File: config.mk
export PLATFORM = sky130hd
export DESIGN_NAME = stage_sequencer
export DESIGN_NICKNAME = d
export VERILOG_FILES = /design/src/rtl/stage_sequencer.sv
export SDC_FILE = /design/constraint.sdc
export NUM_CORES = 1
export LEC_CHECK = 0
export ABC_AREA = 1
export CORE_UTILIZATION = 47
export CTS_CLUSTER_DIAMETER = 50
export DETAILED_ROUTE_END_ITERATION = 7
export PLACE_DENSITY = 0.72
export SLEW_MARGIN = 20
export SYNTH_ARGS = -nofsm -noshare
export SYNTH_HDL_FRONTEND = slang
export SYNTH_SLANG_ARGS = --single-unit
File: constraint.sdc
create_clock -name clk -period 4.2 [get_ports clk]
set_clock_uncertainty 0.15 [all_clocks]
set_input_delay 0.84 -clock clk [delete_from_list [all_inputs] [get_ports clk]]
set_output_delay 0.84 -clock clk [all_outputs]
set_load 0.02 [all_outputs]
File: src/rtl/stage_sequencer.sv
// -----------------------------------------------------------------------------
// stage_sequencer
//   Top-level game-flow FSM. It sequences one level at a time through
//   IDLE -> GEN -> PLAY -> RESULT -> SHOP -> GEN ... and ends in OVER or WIN.
//   It accumulates scoreIncrease into a saturating running score and judges
//   pass/fail of each level against a per-level target score.
//
//   Pulse-input semantics: startBtn, oneSecPulse, genDone, stageEnded and
//   shopDone are single-cycle strobes. A strobe is consumed on the clock edge
//   where it is high, and only if the current state listens for it. Otherwise
//   it is dropped. Nothing is buffered. stagePassed is qualified by
//   stageEnded. scoreIncrease is a per-cycle amount that is summed only in
//   PLAY.
//
// Optional feature (macro STAGE_SEQ_PAUSE_EN):
//   This adds pauseBtn (in) and secPulseOut (out). In PLAY, pauseBtn toggles
//   a pause flag, and secPulseOut is a registered copy of oneSecPulse that is
//   gated by that flag. levelEnable is not affected by pause.
//
// Ports:
//   clk, resetN        clock, asynchronous active-low reset
//   startBtn           start / restart strobe
//   oneSecPulse        one strobe per second
//   genDone            level generator finished
//   stageEnded         level over; stagePassed is valid with it
//   scoreIncrease[20]  points to add this cycle
//   shopDone           player left the shop
//   levelEnable        high only in PLAY (its rising edge starts a level)
//   generateLevel      1-cycle strobe on entry to GEN
//   levelIndex[4]      current level
//   score[20]          accumulated score, saturating at 20'hFFFFF
//   targetScore[20]    TARGET_BASE + levelIndex*TARGET_STEP
//   shopEnable         high only in SHOP
//   gameOver, gameWon  high in OVER / WIN
//   state[3]           FSM state: IDLE=0 GEN=1 PLAY=2 RESULT=3 SHOP=4 OVER=5 WIN=6
// -----------------------------------------------------------------------------
module stage_sequencer #(
  parameter int          MAX_LEVEL   = 3,
  parameter logic [19:0] TARGET_BASE = 20'd100,
  parameter logic [19:0] TARGET_STEP = 20'd150,
  parameter int          RESULT_SECS = 3,
  parameter int          GEN_TIMEOUT = 1000
) (
  input  logic        clk,
  input  logic        resetN,
  input  logic        startBtn,
  input  logic        oneSecPulse,
  input  logic        genDone,
  input  logic        stageEnded,
  input  logic        stagePassed,
  input  logic [19:0] scoreIncrease,
  input  logic        shopDone,
`ifdef STAGE_SEQ_PAUSE_EN
  input  logic        pauseBtn,
  output logic        secPulseOut,
`endif
  output logic        levelEnable,
  output logic        generateLevel,
  output logic [3:0]  levelIndex,
  output logic [19:0] score,
  output logic [19:0] targetScore,
  output logic        shopEnable,
  output logic        gameOver,
  output logic        gameWon,
  output logic [2:0]  state
);

  typedef enum logic [2:0] {
    S_IDLE   = 3'd0,
    S_GEN    = 3'd1,
    S_PLAY   = 3'd2,
    S_RESULT = 3'd3,
    S_SHOP   = 3'd4,
    S_OVER   = 3'd5,
    S_WIN    = 3'd6
  } stateT;

  localparam int GCW = (GEN_TIMEOUT > 1) ? $clog2(GEN_TIMEOUT) : 1;
  localparam int SCW = (RESULT_SECS > 1) ? $clog2(RESULT_SECS) : 1;

  stateT          stateQ;
  stateT          stateD;
  logic [GCW-1:0] genCnt;
  logic [SCW-1:0] secCnt;
  logic           passFlag;

  logic           levelEnableD;
  logic           generateLevelD;
  logic           shopEnableD;
  logic           gameOverD;
  logic           gameWonD;

  // A 21-bit sum catches the carry. On overflow the score clamps to all-ones.
  logic [20:0]    scoreSum;
  logic [19:0]    scoreNext;
  logic           genTimeout;
  logic           resultDone;
  logic           lastLevel;

  assign scoreSum   = {1'b0, score} + {1'b0, scoreIncrease};
  assign scoreNext  = scoreSum[20] ? 20'hFFFFF : scoreSum[19:0];
  assign genTimeout = (genCnt == GCW'(GEN_TIMEOUT - 1));
  assign resultDone = oneSecPulse && (secCnt == SCW'(RESULT_SECS - 1));
  assign lastLevel  = (levelIndex == 4'(MAX_LEVEL - 1));
  assign state      = stateQ;

  // State register
  always_ff @(posedge clk or negedge resetN) begin
    if (!resetN) stateQ <= S_IDLE;
    else         stateQ <= stateD;
  end

  // Next-state logic
  always_comb begin
    stateD = stateQ;
    case (stateQ)
      S_IDLE:   if (startBtn) stateD = S_GEN;
      // genDone takes priority, so a genDone on the last counted cycle still wins.
      S_GEN: begin
        if (genDone)         stateD = S_PLAY;
        else if (genTimeout) stateD = S_OVER;
      end
      S_PLAY:   if (stageEnded) stateD = S_RESULT;
      S_RESULT: begin
        if (resultDone) begin
          if (!passFlag)      stateD = S_OVER;
          else if (lastLevel) stateD = S_WIN;
          else                stateD = S_SHOP;
        end
      end
      S_SHOP:         if (shopDone) stateD = S_GEN;
      S_OVER, S_WIN:  if (startBtn) stateD = S_IDLE;
      default:        stateD = S_IDLE;
    endcase
  end

  // Output decode. It looks at the next state so that the registered
  // outputs line up with the state register.
  always_comb begin
    levelEnableD   = (stateD == S_PLAY);
    generateLevelD = (stateD == S_GEN) && (stateQ != S_GEN);
    shopEnableD    = (stateD == S_SHOP);
    gameOverD      = (stateD == S_OVER);
    gameWonD       = (stateD == S_WIN);
  end

  always_ff @(posedge clk or negedge resetN) begin
    if (!resetN) begin
      levelEnable   <= 1'b0;
      generateLevel <= 1'b0;
      shopEnable    <= 1'b0;
      gameOver      <= 1'b0;
      gameWon       <= 1'b0;
    end else begin
      levelEnable   <= levelEnableD;
      generateLevel <= generateLevelD;
      shopEnable    <= shopEnableD;
      gameOver      <= gameOverD;
      gameWon       <= gameWonD;
    end
  end

  // Datapath: counters, score, level and target.
  always_ff @(posedge clk or negedge resetN) begin
    if (!resetN) begin
      genCnt      <= '0;
      secCnt      <= '0;
      passFlag    <= 1'b0;
      score       <= '0;
      levelIndex  <= '0;
      targetScore <= TARGET_BASE;
    end else begin
      // Both counters sit at zero outside their own state, so they start
      // from zero on every entry.
      genCnt <= (stateQ == S_GEN) ? genCnt + GCW'(1) : '0;
      if (stateQ != S_RESULT)  secCnt <= '0;
      else if (oneSecPulse)    secCnt <= secCnt + SCW'(1);

      case (stateQ)
        S_IDLE: begin
          score       <= '0;
          levelIndex  <= '0;
          targetScore <= TARGET_BASE;
        end
        S_PLAY: begin
          score <= scoreNext;
          // Judge against scoreNext so that points arriving with stageEnded count.
          if (stageEnded) passFlag <= stagePassed | (scoreNext >= targetScore);
        end
        S_SHOP: begin
          if (shopDone) begin
            levelIndex  <= levelIndex + 4'd1;
            targetScore <= targetScore + TARGET_STEP;
          end
        end
        S_OVER, S_WIN: begin
          if (startBtn) begin
            score       <= '0;
            levelIndex  <= '0;
            targetScore <= TARGET_BASE;
          end
        end
        default: ;
      endcase
    end
  end

`ifdef STAGE_SEQ_PAUSE_EN
  logic paused;

  always_ff @(posedge clk or negedge resetN) begin
    if (!resetN) begin
      paused      <= 1'b0;
      secPulseOut <= 1'b0;
    end else begin
      if (stateD != S_PLAY)                   paused <= 1'b0;
      else if (stateQ == S_PLAY && pauseBtn)  paused <= !paused;
      secPulseOut <= oneSecPulse & !paused;
    end
  end
`endif

endmodule
Word level (Yosys, flattened, before mapping)
Index checks and enable logic that the tools add are counted.
{ "totals": {"register_bits": 65, "inputBits": 28, "out_inout_bits": 52, "wordCells": 69} }
{ "op_classes": {"addsub": 5, "n_lt_le_gt_ge": 1, "n_eq_ne": 18, "muxes": 22, "bitwise_logic": 1, "reduce_logical": 10} }
{ "ops": {"columns": ["op", "n"], "rows": [
  ["one-hot mux 20 bit (3 select lines)", 2],
  ["two-way mux 20 bit", 4],
  ["adder 20 x 20 -> 21 bit", 1],
  ["two-way mux 3 bit", 7],
  ["adder 20 x 8 -> 20 bit, second input constant", 1],
  [">= comparator 20 bit", 1],
  ["== test 3 bit, second input constant", 6],
  ["one-hot mux 3 bit (6 select lines)", 1],
  ["one-hot mux 4 bit (3 select lines)", 1],
  ["adder 10 x 1 -> 10 bit, second input constant", 1],
  ["== test 10 bit, second input constant", 1],
  ["two-way mux 10 bit", 1],
  ["== test 3 x 2 -> 1 bit, second input constant", 3],
  ["two-way mux 2 bit", 4],
  ["two-way mux 4 bit", 2],
  ["== test 3 x 1 -> 1 bit, second input constant", 2],
  ["nonzero test 3 bit", 2],
  ["adder 4 x 1 -> 4 bit, second input constant", 1],
  ["== test 4 x 2 -> 1 bit, second input constant", 1],
  ["!= test 2 bit, second input constant", 2],
  ["AND reduction 2 bit", 2],
  ["zero test 3 bit", 1],
  ["!= test 3 x 1 -> 1 bit, second input constant", 1],
  ["!= test 3 x 2 -> 1 bit, second input constant", 1],
  ["other kinds (7)", 8]
]} }

Logic depth before layout (Yosys ltp)
{ "logic_depth": {"depth_word": 7, "mapped_depth": 19, "mapped_depth_nobuf": 18} }

Worst setup path after synthesis
Ideal clock, no wire load.
{ "synth_path": {"path_type": "input -> register", "from": "in scoreIncrease[0]", "to": "reg passFlag", "setup_time_ns": 0.077, "arrival_time_ns": 3.227, "t_required_ns": 3.973, "setup_slack_ns": 0.745, "cell_stages": 16, "n_path_buf": 0, "path_cell_list": "ha_1 > fa_1 > nand3_1 > nand3_1 > nand2_1 > nand3_2 > nand2_2 > nand2_2 > or2_2 > ha_1 > nand2_1 > o21ai_0 > nand4_1 > a21oi_1 > nor2_1 > a21oi_1"} }
{ "synth_between": {"elab_chain_len": 4} }
{ "synth_lines": {"columns": ["element", "line_no", "source"], "rows": [
  ["start, declared", "51", "input logic [19:0] scoreIncrease,"],
  ["adder 20 x 20 -> 21 bit", "100", "assign scoreSum = {1'b0, score} + {1'b0, scoreIncrease};"],
  ["two-way mux 20 bit", "101", "assign scoreNext = scoreSum[20] ? 20'hFFFFF : scoreSum[19:0];"],
  [">= comparator 20 bit", "188", "if (stageEnded) passFlag <= stagePassed | (scoreNext >= targetScore);"],
  ["OR 1 bit", "188", null],
  ["end signal, assigned", "188", null],
  ["end, declared", "85", "logic passFlag;"]
]} }
Every way passes these cells.
A chain may end at the register's enable or synchronous reset.

Worst setup path after layout
Same ends and word-level chain as after synthesis.

==> tab_implementation.tex <==
\begin{tabular}{lr}
\hline
Metric & Value \\
\hline
\multicolumn{2}{l}{\textbf{Global route}} \\
\quad Wire length of the first global-routing pass & 23640 um \\
\quad Number of antenna violations at the first check in global routing & 0 \\
\quad Final global-route overflow total & 0 \\
\quad Via count of the first global-routing pass & 4831 \\
\quad Pin count of the biggest net entering global routing & 65 \\
\quad GR Util All Layers & 0.2746 \\
\multicolumn{2}{l}{\textbf{Routing}} \\
\quad Final routed wire length divided by cell count & 15.32 um \\
\quad Total Routed Length & 14130 um \\
\quad Vias per cell & 5.380 \\
\quad Count of TritonRoute iterations in the first routing pass & 5 \\
\quad Total number of vias & 4960 \\
\quad Final routed DRC violation total & 0 \\
\quad Post-route antenna net violation count & 0 \\
\quad Number of violations reported at the end of detailed-routing iteration 0 & 325 \\
\multicolumn{2}{l}{\textbf{Clock network}} \\
\quad Number of buffers inserted to repair setup after CTS & 0 \\
\quad Deepest level of the CTS H-tree & 3 \\
\quad Total clock buffers created by CTS & 9 \\
\quad Total of cells resized after clock tree synthesis & 0 \\
\quad Clock latency on the worst-skew pair & 0.35 ns \\
\quad Hold bufs inserted after CTS & 0 \\
\quad Cell at the root of the clock tree & sky130\_fd\_sc\_hd\_\_clkbuf\_8 \\
\quad Reg clk slew, reported paths & 0.07 ns \\
\quad TritonCTS sink count & 64 \\
\quad Deepest clock path buffer count & 2 \\
\quad Clock tree from TritonCTS & done \\
\multicolumn{2}{l}{\textbf{Layout}} \\
\quad \# fillers & 971 \\
\quad Antenna cell count & 0 \\
\quad Final std cell area, no fill & 0.006080 mm2 \\
\quad Area of combinational cells with multiple inputs & 0.002962 mm2 \\
\quad Net count of the finished layout & 856 \\
\quad Sequential Area & 0.001605 mm2 \\
\quad Final Core Density & 0.5916 \\
\quad Fraction of layout instances using a drive strength above 1 & 0.06743 \\
\quad Growth of design area from synthesis to finish & 23.11\% \\
\multicolumn{2}{l}{\textbf{Floorplanning}} \\
\quad Count of boundary I/O pins & 80 \\
\quad Area of the core & 0.01028 mm2 \\
\quad DIE HEIGHT & 104.5 um \\
\quad Initial core utilization & 0.4805 \\
\quad Die ar. & 0.01092 mm2 \\
\quad Die outline width & 104.5 um \\
\quad FP Rows & 37 \\
\multicolumn{2}{l}{\textbf{Timing}} \\
\quad RSZ-0062 raised after global routing & false \\
\quad Tightest hold margin & 0.3095 ns \\
\quad Final worst path period need & 3.816 ns \\
\quad Fmax & 0.2621 GHz \\
\quad Final hold violations & 0 \\
\quad Count of pins over their slew limit & 0 \\
\quad Number of endpoints failing setup at the final stage & 0 \\
\quad Period utilisation layout & 0.9085 \\
\quad Worst relative slew slack & 0.3880 \\
\quad Sum of negative setup slack & 0 ns \\
\quad Transition time at the pin with the least slew margin & 0.9170 ns \\
\multicolumn{2}{l}{\textbf{Min path}} \\
\quad Hold path cells & 1 \\
\quad Worst Hold Launch & genCnt[0] \\
\quad Class of the worst hold path & reg -> reg \\
\quad Worst hold path endpoint & genCnt[0] \\
\multicolumn{2}{l}{\textbf{Place}} \\
\quad Dpl cell area & 0.005847 mm2 \\
\quad Port-buffer cells & 78 \\
\quad Detailed-placement wirelength estimate & 11070 um \\
\quad Gp weighted congestion & 0.9176 \\
\multicolumn{2}{l}{\textbf{Worst setup path}} \\
\quad Delay contributed by the slowest stage of the critical path & 0.40 ns \\
\quad FF-to-FF setup slack & 0.89 ns \\
\quad CP Launch Type & input pin \\
\quad Worst EP arrival & 3.95 ns \\
\quad Critical R2R Launch & score[0] \\
\quad Number of cells traversed by the worst register-to-register path & 17 \\
\quad Cell with the largest stage delay on the worst path & sky130\_fd\_sc\_hd\_\_clkdlybuf4s50\_1 \\
\quad Startpoint-to-endpoint class of the critical path & in -> reg \\
\quad List of cells traversed by the critical path & clkdlybuf4s50\_1 -> ha\_1 -> fa\_1 -> nand3\_1 -> nand3\_1 -> nand2\_1 -> nand3\_2 -> nand2\_2 -> nand2\_2 -> inv\_2 -> nand3\_1 -> ha\_1 -> nand2\_1 -> nor2\_1 -> nand4\_1 -> nor4\_1 -> nand2\_1 -> a21oi\_1 \\
\quad Sort of element at the end of the critical path & flop \\
\quad Worst flop-to-flop path endpoint & passFlag \\
\quad Worst Path Required & 4.33 ns \\
\quad Largest fanout on the critical path & 13 \\
\multicolumn{2}{l}{\textbf{Power and ir drop}} \\
\quad Design Power & 4.259 mW \\
\quad Total leakage power & 2.988 nW \\
\quad Total power divided by cell area & 700.6 mW/mm2 \\
\quad Maximum VDD drop & 0.0002940 V \\
\multicolumn{2}{l}{\textbf{Synth}} \\
\quad Synthesized instance count & 698 \\
\quad Synth Flop Type & sky130\_fd\_sc\_hd\_\_dfrtp\_1 \\
\quad Library cells used by synthesis & 45 \\
\quad FFs w/ async S/R, synth & 1.000 \\
\quad Number of warnings reported in the yosys synthesis log & 0 \\
\quad Cell area after synthesis & 0.004938 mm2 \\
\quad Synthesized Nets & 772 \\
\quad Part of the Yosys area used for sequential elements & 0.3251 \\
\quad Flip-flop and latch count after synthesis & 64 \\
\quad Number of flops mapped to enable cells by yosys & 0 \\
\quad Mean area per synthesized cell & 7.075 um2 \\
\multicolumn{2}{l}{\textbf{Job}} \\
\quad Reported max-cap violation count & 0 \\
\multicolumn{2}{l}{\textbf{Outcome}} \\
\quad Outcome & finished, final reports clean \\
\hline
\end{tabular}
-- critical path: cells and delay by family --
family / cells / cell delay, ns
and+or+nand+nor: 12 / 1.40
adders and majority gates: 3 / 0.97
buffers and inverters: 2 / 0.62
AOI/OAI and AO/OA: 1 / 0.11
-- worst max path at each step --
stage	startpoint	cells past startpoint	end
finish	scoreIncrease[0]	18	passFlag
global route	scoreIncrease[0]	18	passFlag
CTS	scoreIncrease[0]	18	passFlag
detailed placement	scoreIncrease[0]	18	passFlag
global placement	scoreIncrease[0]	18	passFlag
floorplan	scoreIncrease[0]	16	passFlag
-- through the flow --
step	cells	setup WS (ns)
after floorplan	698	0.7453
after global placement	907	0.1473
after detailed placement	907	0.03186
after CTS	922	0.4038
after global routing	922	0.03447
final	922	0.3841
-- layout make-up --
class,instances,area share
Timing Repair Buffer,82,0.1325
Sequential cell,64,0.2640
Tap cell,136,0.02799
Multi-Input combinational cell,544,0.4871
Inverter,81,0.05001
Clock buffer,9,0.02037
Clock inverter,6,0.01790
-- synth_stat cells, types with 2 or more instances --
| cell | instances | area, um2 |
|---|---|---|
| sky130_fd_sc_hd__o31ai_1 | 2 | 15.01 |
| sky130_fd_sc_hd__a31oi_1 | 5 | 31.28 |
| sky130_fd_sc_hd__o21ai_0 | 24 | 120.1 |
| sky130_fd_sc_hd__xor2_1 | 11 | 96.34 |
| sky130_fd_sc_hd__o21ai_1 | 11 | 55.05 |
| sky130_fd_sc_hd__a21o_1 | 2 | 15.01 |
| sky130_fd_sc_hd__o21a_1 | 3 | 22.52 |
| sky130_fd_sc_hd__inv_1 | 75 | 281.5 |
| sky130_fd_sc_hd__nand2_8 | 2 | 40.04 |
| sky130_fd_sc_hd__nor4_1 | 2 | 12.51 |
| sky130_fd_sc_hd__inv_2 | 6 | 22.52 |
| sky130_fd_sc_hd__nand2_2 | 3 | 18.77 |
| sky130_fd_sc_hd__a21oi_1 | 44 | 220.2 |
| sky130_fd_sc_hd__a211oi_1 | 2 | 15.01 |
| sky130_fd_sc_hd__nor3_1 | 17 | 85.08 |
| sky130_fd_sc_hd__buf_6 | 2 | 22.52 |
| sky130_fd_sc_hd__clkbuf_1 | 2 | 7.510 |
| sky130_fd_sc_hd__dfrtp_1 | 61 | 1526 |
| sky130_fd_sc_hd__o21bai_1 | 2 | 15.01 |
| sky130_fd_sc_hd__nand2_1 | 205 | 769.5 |
| sky130_fd_sc_hd__buf_2 | 3 | 15.01 |
| sky130_fd_sc_hd__nor2_1 | 63 | 236.5 |
| sky130_fd_sc_hd__and3_1 | 2 | 12.51 |
| sky130_fd_sc_hd__ha_1 | 45 | 563.0 |
| sky130_fd_sc_hd__nand3b_1 | 2 | 15.01 |
| sky130_fd_sc_hd__or2_2 | 10 | 62.56 |
| sky130_fd_sc_hd__dfstp_2 | 3 | 78.83 |
| sky130_fd_sc_hd__and2_1 | 3 | 18.77 |
| sky130_fd_sc_hd__nand3_1 | 47 | 235.2 |
| sky130_fd_sc_hd__nand4_1 | 22 | 137.6 |
| sky130_fd_sc_hd__nor2_2 | 3 | 18.77 |
-- registers in the layout (all words and copies together) (netlist names) --
name / count
levelEnable: 1
state: 3
score: 20
levelIndex: 4
targetScore: 19
generateLevel: 1
gameOver: 1
passFlag: 1
gameWon: 1
genCnt: 10
shopEnable: 1
secCnt: 2
-- power breakdown --
group          internal [mW]  leakage [nW]  switching [mW]
Clock                  0.390         0.119           0.251
Combinational           1.00          2.03            1.66
Sequential             0.778         0.837           0.178
Total                   2.17          2.99            2.09
-- layer usage --
metal	vias up	global-route usage	routed length [um]
met3	20	0.03947	822
met5	-	0	0
met1	2278	0.3844	6672
met4	0	0.1051	270
met2	176	0.4276	6360
li1	2486	-	-
-- kinds of logic (layout without fill, tap and decap cells) --
logic type                 count (synthesis)  after routing  synth area share
adders and majority gates                 46             46            0.1181
AOI/OAI and AO/OA                         97             97            0.1064
and+or+nand+nor                          389            389            0.3550
xor gates and xnor gates                  11             11           0.01951
buffers and inverters                     90            178           0.07525
other                                      1              1         0.0007593
DFF                                       64             64            0.3251
-- layout by cell type (no fill, tap or decap), drive strengths merged, types with 5 or more instances in the layout --
cell type,netlist,final
ha,45,45
nor3,17,17
o21ai,35,35
a21oi,44,44
nor2,68,68
nand2,211,211
clkbuf,2,9
dfrtp,61,61
xor2,11,11
or2,10,10
inv,81,81
clkdlybuf4s50,0,77
nand4,23,23
buf,7,5
a31oi,5,5
nand3,48,48
Note: power is estimated with default switching activity, not from simulation.
